===== src/rtl/cv32e40p_x_resp_stub.sv =====
// Coprocessor-side X-interface responder stub: accepts custom-0 offloads,
// executes ADD/SUB/XOR in one cycle and MUL/MAC over MUL_LATENCY cycles,
// and returns results in acceptance order through a small result FIFO.
// Optional feature macro: CV32E40P_X_RESP_STUB_ERR_EN (f3=7 returns an error result).
module cv32e40p_x_resp_stub #(
  parameter logic [6:0] OPCODE      = 7'h0B,
  parameter int         FIFO_DEPTH  = 2,
  parameter int         MUL_LATENCY = 3
) (
  input  logic             clk_i,
  input  logic             rst_i,
  input  logic             x_valid_i,
  output logic             x_ready_o,
  input  logic [31:0]      x_instr_data_i,
  input  logic [2:0][31:0] x_rs_i,
  input  logic [2:0]       x_rs_valid_i,
  input  logic             x_rd_clean_i,
  output logic             x_accept_o,
  output logic             x_is_mem_op_o,
  output logic             x_writeback_o,
  output logic             x_rvalid_o,
  input  logic             x_rready_i,
  output logic [4:0]       x_rd_o,
  output logic [31:0]      x_data_o,
  output logic             x_dualwb_o,
  output logic             x_type_o,
  output logic             x_error_o
);

  localparam int PTR_W = (FIFO_DEPTH > 1) ? $clog2(FIFO_DEPTH) : 1;
  localparam int CNT_W = $clog2(FIFO_DEPTH + 1);
  localparam int LAT_W = $clog2(MUL_LATENCY);
  localparam logic [CNT_W:0] DEPTH_C = (CNT_W + 1)'(FIFO_DEPTH);

  typedef enum logic {IDLE, BUSY} state_e;

  state_e           state;
  logic [LAT_W-1:0] cnt;
  logic [31:0]      op_a, op_b, op_c;
  logic [4:0]       mul_rd;
  logic [31:0]      mul_res;

  logic [6:0]  opc;
  logic [2:0]  f3;
  logic [4:0]  rd;
  logic        op_supported, is_mul, is_mac;
  logic [2:0]  need_rs;
  logic        operands_ok, inflight, handshake, accept_hs;
  logic [31:0] alu_res;
  logic        unused_bits;

  logic [31:0]      fifo_data [FIFO_DEPTH];
  logic [4:0]       fifo_rd   [FIFO_DEPTH];
  logic [PTR_W-1:0] wr_ptr, rd_ptr;
  logic [CNT_W-1:0] fifo_count;
  logic [CNT_W:0]   occupancy;
  logic             push, pop;
  logic [31:0]      push_data;
  logic [4:0]       push_rd;

  assign opc         = x_instr_data_i[6:0];
  assign f3          = x_instr_data_i[14:12];
  assign rd          = x_instr_data_i[11:7];
  assign unused_bits = ^x_instr_data_i[31:15];

`ifdef CV32E40P_X_RESP_STUB_ERR_EN
  logic is_err;
  logic fifo_err [FIFO_DEPTH];
`endif

  // Decode the offloaded instruction into op class and support flags.
  always_comb begin
    op_supported = 1'b0;
    is_mul       = 1'b0;
    is_mac       = 1'b0;
`ifdef CV32E40P_X_RESP_STUB_ERR_EN
    is_err       = 1'b0;
`endif
    if (opc == OPCODE) begin
      case (f3)
        3'd0, 3'd1, 3'd2: op_supported = 1'b1;
        3'd3: begin op_supported = 1'b1; is_mul = 1'b1; end
        3'd4: begin op_supported = 1'b1; is_mul = 1'b1; is_mac = 1'b1; end
`ifdef CV32E40P_X_RESP_STUB_ERR_EN
        3'd7: begin op_supported = 1'b1; is_err = 1'b1; end
`endif
        default: op_supported = 1'b0;
      endcase
    end
  end

  // Single-cycle ALU result; the error op falls into the default and returns 0.
  always_comb begin
    case (f3)
      3'd0:    alu_res = x_rs_i[0] + x_rs_i[1];
      3'd1:    alu_res = x_rs_i[0] - x_rs_i[1];
      3'd2:    alu_res = x_rs_i[0] ^ x_rs_i[1];
      default: alu_res = '0;
    endcase
  end

  // Rejected offloads never stall; accepted ones wait for operands and a clean rd.
  assign need_rs     = is_mac ? 3'b111 : 3'b011;
  assign operands_ok = !op_supported ||
                       (((x_rs_valid_i & need_rs) == need_rs) && x_rd_clean_i);
  // A multicycle op in flight holds one FIFO slot in reserve.
  assign inflight    = (state == BUSY);
  assign occupancy   = (CNT_W + 1)'(fifo_count) + (CNT_W + 1)'(inflight);

  assign x_ready_o     = !rst_i && (state == IDLE) && (occupancy < DEPTH_C) && operands_ok;
  assign x_accept_o    = op_supported;
  assign x_writeback_o = op_supported;
  assign x_is_mem_op_o = 1'b0;
  assign x_dualwb_o    = 1'b0;
  assign x_type_o      = 1'b0;

  assign handshake = x_valid_i && x_ready_o;
  assign accept_hs = handshake && op_supported;

  assign mul_res = op_a * op_b + op_c;

  // Sequencer: ALU ops complete in IDLE, MUL/MAC count down in BUSY.
  always_ff @(posedge clk_i) begin
    if (rst_i) begin
      state <= IDLE;
      cnt   <= '0;
    end else begin
      case (state)
        IDLE: if (accept_hs && is_mul) begin
          state <= BUSY;
          cnt   <= LAT_W'(MUL_LATENCY - 1);
        end
        BUSY: begin
          cnt <= cnt - LAT_W'(1);
          if (cnt == LAT_W'(1)) state <= IDLE;
        end
        default: state <= IDLE;
      endcase
    end
  end

  // Multiplier operand capture; only meaningful while BUSY, so no reset needed.
  always_ff @(posedge clk_i) begin
    if (accept_hs && is_mul && (state == IDLE)) begin
      op_a   <= x_rs_i[0];
      op_b   <= x_rs_i[1];
      op_c   <= is_mac ? x_rs_i[2] : '0;
      mul_rd <= rd;
    end
  end

  // BUSY never overlaps a handshake, so the two push sources are exclusive.
  assign push      = (accept_hs && !is_mul) || ((state == BUSY) && (cnt == LAT_W'(1)));
  assign push_data = (state == BUSY) ? mul_res : alu_res;
  assign push_rd   = (state == BUSY) ? mul_rd : rd;
  assign pop       = x_rvalid_o && x_rready_i;

  // FIFO bookkeeping: pointers wrap at FIFO_DEPTH, simultaneous push/pop keeps count.
  always_ff @(posedge clk_i) begin
    if (rst_i) begin
      wr_ptr     <= '0;
      rd_ptr     <= '0;
      fifo_count <= '0;
    end else begin
      if (push) wr_ptr <= (wr_ptr == PTR_W'(FIFO_DEPTH - 1)) ? '0 : wr_ptr + PTR_W'(1);
      if (pop)  rd_ptr <= (rd_ptr == PTR_W'(FIFO_DEPTH - 1)) ? '0 : rd_ptr + PTR_W'(1);
      case ({push, pop})
        2'b10:   fifo_count <= fifo_count + CNT_W'(1);
        2'b01:   fifo_count <= fifo_count - CNT_W'(1);
        default: fifo_count <= fifo_count;
      endcase
    end
  end

  // FIFO storage write.
  // NOTE: storage is not reset; fifo_count gates every read, and outputs are masked to 0 when empty.
  always_ff @(posedge clk_i) begin
    if (push) begin
      fifo_data[wr_ptr] <= push_data;
      fifo_rd[wr_ptr]   <= push_rd;
`ifdef CV32E40P_X_RESP_STUB_ERR_EN
      fifo_err[wr_ptr]  <= (state == IDLE) && is_err;
`endif
    end
  end

  assign x_rvalid_o = (fifo_count != '0);
  assign x_data_o   = x_rvalid_o ? fifo_data[rd_ptr] : '0;
  assign x_rd_o     = x_rvalid_o ? fifo_rd[rd_ptr] : '0;
`ifdef CV32E40P_X_RESP_STUB_ERR_EN
  assign x_error_o  = x_rvalid_o && fifo_err[rd_ptr];
`else
  assign x_error_o  = 1'b0;
`endif

endmodule


===== config.mk =====
export PLATFORM = sky130hd
export DESIGN_NAME = cv32e40p_x_resp_stub
export DESIGN_NICKNAME = d
export VERILOG_FILES = /design/src/rtl/cv32e40p_x_resp_stub.sv
export SDC_FILE = /design/constraint.sdc
export NUM_CORES = 2
export LEC_CHECK = 0
export ABC_CLOCK_PERIOD_IN_PS = 17700
export BUFFER_PORTS_ARGS = -buffer_cell sky130_fd_sc_hd__clkbuf_2
export CORE_MARGIN = 1
export CORE_UTILIZATION = 35
export CTS_CLUSTER_SIZE = 16
export DETAILED_ROUTE_END_ITERATION = 8
export GPL_TIMING_DRIVEN = 0
export PLACE_DENSITY = 0.58
export SETUP_SLACK_MARGIN = 0.4
export SLEW_MARGIN = 5
export SYNTH_ARGS = -nofsm -noshare
export SYNTH_HDL_FRONTEND = slang
export SYNTH_SLANG_ARGS = --single-unit

===== constraint.sdc =====
create_clock -name clk_i -period 17.7 [get_ports clk_i]
set_clock_uncertainty 0.1 [all_clocks]
set_input_delay 0 -clock clk_i [delete_from_list [all_inputs] [get_ports clk_i]]
set_output_delay 0 -clock clk_i [all_outputs]
set_load 0.01 [all_outputs]

==> Word-level counts from Yosys, hierarchy flattened <==
Memories as Yosys holds them, arrays and structs flattened. A register that Yosys moved wholly into a read port is not among the register bits.
Index checks and enable logic that the tools add are counted.
{ "word_totals": {"reg_bits": 108, "latch_bits": 0, "ram_bits": 74, "mem_bits_ro": 0, "in_bits": 136, "out_inout_bits": 45, "elab_cells": 82, "mem_count": 2} }
{ "memory_table": {"columns": ["name", "depth", "width", "rd", "rd_ports_with_merged_regs", "wr", "line", "rtl"], "rows": [
  ["fifo_data", 2, 32, 1, 1, 1, "52", "logic [31:0] fifo_data [FIFO_DEPTH];"],
  ["fifo_rd", 2, 5, 1, 1, 1, "53", "logic [4:0] fifo_rd [FIFO_DEPTH];"]
]} }
{ "op_classes": {"n_addsub": 9, "multipliers": 1, "div": 0, "n_lt_le_gt_ge": 1, "n_eq_ne": 10, "n_shift": 0, "muxes": 26, "bitwise_logic": 3, "n_reduce_logical": 21} }
{ "ops": {"columns": ["operator", "n"], "rows": [
  ["one-hot mux 32 bit (3 select lines)", 1],
  ["adder 32 bit", 2],
  ["2-to-1 mux 32 bit", 2],
  ["multiplier 32 x 32 -> 32 bit", 1],
  ["subtractor 32 bit", 1],
  ["bitwise XOR 32 bit", 1],
  ["2-to-1 mux 1 bit", 16],
  ["logical AND 1 bit", 11],
  ["2-to-1 mux 5 bit", 2],
  ["one-hot mux 2 bit (2 select lines)", 2],
  ["equality test 7 x 4 -> 1 bit (second input constant)", 1],
  ["equality test 3 x 2 -> 1 bit (second input constant)", 2],
  ["OR reduction 5 bit", 1],
  ["equality test 2 x 1 -> 1 bit (second input constant)", 2],
  ["nonzero test 2 bit", 2],
  ["subtractor 2 x 1 -> 2 bit (second input constant)", 2],
  ["adder 2 x 1 -> 3 bit", 1],
  ["AND 3 bit", 1],
  ["equality test 3 x 1 -> 1 bit (second input constant)", 1],
  ["equality test 3 bit", 1],
  ["equality test 3 bit (second input constant)", 1],
  ["logical NOT 1 bit", 3],
  ["logical NOT 3 bit", 1],
  ["less-than comparator 3 x 2 -> 1 bit (second input constant)", 1],
  ["other kinds (10)", 12]
]} }

==> Depth between registers and ports, before layout <==
{ "logic_depth": {"ltp_word": 15, "mapped_depth": 29, "depth_no_buf": 27} }

==> Worst setup path before layout <==
OpenSTA, ideal clock, no wires.
{ "synth_timing": {"path_type": "register to register", "startpoint": "register op_b[2]", "endpoint": "memory fifo_data[0][31], data pin", "setup_ps": 265, "arrival_ps": 6901, "t_required_ps": 17335, "path_slack_ps": 10434, "path_stages_with_launch": 28, "path_buffers": 3, "period_less_slack_ps": 7266, "path_cell_list": "edfxtp_1 -> clkbuf_1 -> clkbuf_1 -> and2_1 -> fa_1 -> inv_1 -> fa_1 -> inv_1 -> fa_1 -> inv_1 -> fa_1 -> inv_1 -> fa_1 -> fa_1 -> fa_1 -> inv_1 -> fa_1 -> inv_1 -> ha_1 -> clkbuf_1 -> a21oi_1 -> o21ai_0 -> a21oi_1 -> o21ai_0 -> o31ai_1 -> o21ai_0 -> xnor2_1 -> a221o_1"} }
{ "synth_via": {"elab_chain_cells": 3} }
{ "synth_lines": {"columns": ["item", "line", "rtl"], "rows": [
  ["from (decl)", "39", "logic [31:0] op_a, op_b, op_c;"],
  ["from (signal assigned)", "146", "op_b <= x_rs_i[1];"],
  ["multiplier 32 x 32 -> 32 bit", "120", "assign mul_res = op_a * op_b + op_c;"],
  ["adder 32 bit", "120", null],
  ["2-to-1 mux 32 bit", "154", "assign push_data = (state == BUSY) ? mul_res : alu_res;"],
  ["via push_data[31]", "58", "logic [31:0] push_data;"],
  ["to (decl)", "52", null]
]} }
The timed path passes the listed nets, and every way through them passes these cells.

==> Worst setup path after layout <==
{ "layout_timing": {"startpoint": "register op_b[4]", "endpoint": "memory fifo_data[0][31], data pin"} }
Same word-level chain as after synthesis.

==> metrics list <==
- In the global route stage, met3 resource usage came out at 3.54%.
- Maximum operating frequency: 107 MHz
- Global routing used 32.1% of the available met1 tracks.
- Routed WL per cell: 22.1 um
- Detailed-route vias per instance: 4.99
- The final-report max-slew violation count was 0.
- Entering global routing, the biggest net connects 69 pins.
* Max cap viols: 0
- Once the floorplan was initialized, standard cells occupied 35.3% of the core.
* Netlist cell types: 72
- Antenna violations before repair: 7
* Final number of hold-violating endpoints: 0
* Iteration-0 DRC count of the detailed router: 1614
- Number of buffers inserted for hold repair after clock tree synthesis: 105
* Area of the core region: 74300 sq um
- STA classifies the critical path endpoint as a flop.
- The post-route netlist has 7.53% of its cells at a drive strength greater than 1.
- Routability-driven placement finished with a final weighted congestion of 0.976.
* Insertion delay of the later-clocked pin in the worst-skew pair: 0.46 ns
* Total gr overflow: 0
- Setup violations remaining at the end of the flow were counted as 0.
- Summing internal, switching and leakage power gives 1.11 mW.
* Number of port buffers: 156
- Data on the critical path arrives at its endpoint at 9.46 ns.
* Netlist area before placement: 26300 sq um
- Post-CTS Resized: 0
- Count of vias placed by the detailed router: 19.6k
* Least-Margin Pin Slew: 1.07 ns
- Remaining DRCs: 0
* CP Class: flop to flop
* Die height: 276 um
* TritonCTS sink count: 183
- Final critical-path required period: 9.36 ns
* Cts bufs inserted: 17
- Across the VDD grid, the largest voltage drop is 0.0688 mV.
- Leading register cell type out of synthesis: edfxtp_1
- Worst endpoint required time: 17.80 ns
- Floorplan die area: 76100 sq um
- The share of the Yosys chip area taken by registers is 20.6%.
- Final Cycle Share: 52.9%
- Final Core Density: 40.4%
- Post-Syn Area per Cell: 9.86 sq um
* Start point of the critical path: op_b[4]
* Synth Register Bits: 183
* Instance count of the mapped netlist: 2662
* TritonCTS clock tree: built
- Power per cell area: 37.1 nW/um^2
* Crit path launch type: flop
- Leakage power figure: 13.5 nW
* Final cell area excluding filler cells: 30000 sq um
- CP max FO: 10
* Filler-free cell count of the finished design: 3931
- The worst hold path belongs to the class input pin to flop.
- The number of placed instances, taps included, is 3793.
- The clock tree synthesis step divided the H-tree into 4 levels.
- GRT Total Usage: 23.5%
- Layout Area Growth over Synthesis: 14.3%
- EDFF count, synth: 175
* Remaining number of nets flagged by the antenna check after routing: 0
- Wire length after detailed routing: 86.8 mm
- Slew headroom: 26.8%
- Horizontal die dimension: 276 um
* Number of global-route vias before repair: 20.3k
- During synthesis, Yosys emitted a total of 0 warnings.
- The flow ran to the end, and the final reports show no timing, DRC or antenna violations.
* Count of buffers added by post-CTS timing repair for setup: 0
- R2R setup slack: 8.34 ns
* Number of ports placed on the die boundary: 181
- Leading cell types in the layout, fill and taps excluded: inv_1, fa_1, and2_1
- The first detailed-routing pass ran for 5 iterations.
* Half-perimeter wire length after placement: 70.3 mm
- The longest clock path from root to sink contains 2 buffers.
- The cell sitting at the root of the clock tree is a clkbuf_16.
- Top Usage Layer GRT: met2
* Post-layout net count: 3681
- Worst-path clk slew: 0.07 ns
- Met2 usage in global routing: 37.6%
- Startpoint of the worst hold path: x_instr_data_i[9]
- Launching point of the worst reg2reg path: op_b[4]
- For this run, asynchronously set or reset flops after synthesis account for 0%.
- Placement-stage cell area: 28400 sq um
- The first global-routing pass estimated 130 mm of wire.
- Setup repair after global routing left no endpoint under its margin.
- Most common library cell in the layout ignoring fill and taps: inv_1
* Setup TNS: 0 ns
- # rows: 100
[worst paths after layout]
path | to | depth (start not counted)
max | fifo_data[0][31] | 25
min | mul_rd[2] | 2
max reg2reg | fifo_data[0][31] | 25
min reg2reg | cnt[1] | 2
[sequential cells by signal, indices dropped and copies added (netlist names), named ones only]
signal	cells
mul_rd	5
fifo_data	64
rd_ptr	1
op_b	32
fifo_count	2
cnt	2
inflight	1
wr_ptr	1
op_c	32
op_a	32
fifo_rd	10
[power breakdown]
part | total [mW] | switching, mW | internal (mW)
Sequential | 0.475 | 0.000190 | 0.475
Combinational | 0.250 | 0.146 | 0.105
Clock | 0.387 | 0.197 | 0.190
[final cells by class]
cell class / count / area (sq um)
fill: 7459 / 44300
multi-input combinational: 1843 / 18500
sequential: 183 / 5420
inverter: 516 / 1940
timing repair buffer: 264 / 1910
tap: 969 / 1210
buffer: 123 / 482
clock buffer: 18 / 429
clock inverter: 14 / 155
antenna: 1 / 2.50
[critical path, cell delays in order, from the launching register on]
cell	delay (ns)
edfxtp_1	0.34
clkbuf_1	0.78
clkbuf_1	0.69
and2_1	0.24
fa_1	0.49
fa_1	0.42
fa_1	0.60
inv_1	0.10
fa_1	0.53
inv_1	0.05
fa_1	0.48
fa_1	0.45
fa_1	0.53
inv_1	0.09
fa_1	0.59
inv_1	0.07
ha_1	0.29
clkbuf_1	0.31
nand2_1	0.12
nor2_1	0.18
nand4_1	0.21
nor3_1	0.34
o31ai_1	0.16
o21ai_0	0.35
xnor2_1	0.21
a221o_1	0.36
[through the flow]
step	hold slack, ns	setup slack, ns
2_1_floorplan	-0.00113	10.43
3_3_place_gp	0.0967	8.44
3_5_place_dp	0.0983	8.46
4_1_cts	0.155	8.42
5_1_grt	0.183	8.05
6_report	0.174	8.34
[logic make-up (layout without fill, tap and decap cells)]
| logic type | Yosys count | after routing | share of synthesized area [%] |
|---|---|---|---|
| other | 1 | 5 | 0.0143 |
| and+or+nand+nor | 772 | 772 | 15.1 |
| buffers and inverters | 639 | 935 | 9.21 |
| AOI/OAI and AO/OA | 254 | 254 | 6.63 |
| adders and majority gates | 597 | 597 | 41.0 |
| muxes | 44 | 44 | 1.70 |
| DFF | 183 | 183 | 20.6 |
| xor gates and xnor gates | 172 | 172 | 5.74 |
[synthesized netlist by cell type, types with 3 or more instances]
| master | number | area share (%) |
|---|---|---|
| nand2_1 | 253 | 3.6 |
| inv_1 | 515 | 7.4 |
| edfxtp_1 | 175 | 20 |
| a31oi_1 | 6 | 0.14 |
| mux2_2 | 5 | 0.21 |
| xor2_1 | 61 | 2.0 |
| nor4_1 | 5 | 0.12 |
| clkbuf_1 | 117 | 1.7 |
| a211o_1 | 3 | 0.10 |
| or3_1 | 8 | 0.19 |
| xnor2_1 | 111 | 3.7 |
| o31ai_1 | 12 | 0.34 |
| or2_2 | 4 | 0.095 |
| and3_1 | 6 | 0.14 |
| buf_4 | 5 | 0.14 |
| a21oi_1 | 72 | 1.4 |
| o211ai_1 | 6 | 0.17 |
| nor3_1 | 11 | 0.21 |
| a21oi_2 | 4 | 0.13 |
| dfxtp_1 | 8 | 0.61 |
| o21ai_0 | 41 | 0.78 |
| and2_1 | 355 | 8.5 |
| a21o_1 | 16 | 0.46 |
| fa_1 | 439 | 33 |
| a211oi_1 | 11 | 0.31 |
| nor2b_1 | 9 | 0.21 |
| a221oi_1 | 15 | 0.50 |
| a2111oi_0 | 4 | 0.13 |
| o221ai_1 | 6 | 0.20 |
| o21bai_1 | 6 | 0.17 |
| or4_1 | 3 | 0.086 |
| nand3_1 | 11 | 0.21 |
| o21ai_1 | 4 | 0.076 |
| o21a_1 | 10 | 0.29 |
| o22ai_1 | 8 | 0.19 |
| nor2_1 | 90 | 1.3 |
| nand4_1 | 3 | 0.071 |
| nand2b_1 | 8 | 0.19 |
| mux2i_1 | 39 | 1.5 |
| ha_1 | 158 | 7.5 |
[per-layer routing]
metal,up-vias,part of all wire (%)
met4,6,4.2
met3,148,6.8
met2,761,46
met5,-,0.053
li1,8808,-
met1,9888,43
Power figures use the tool's default switching activity.
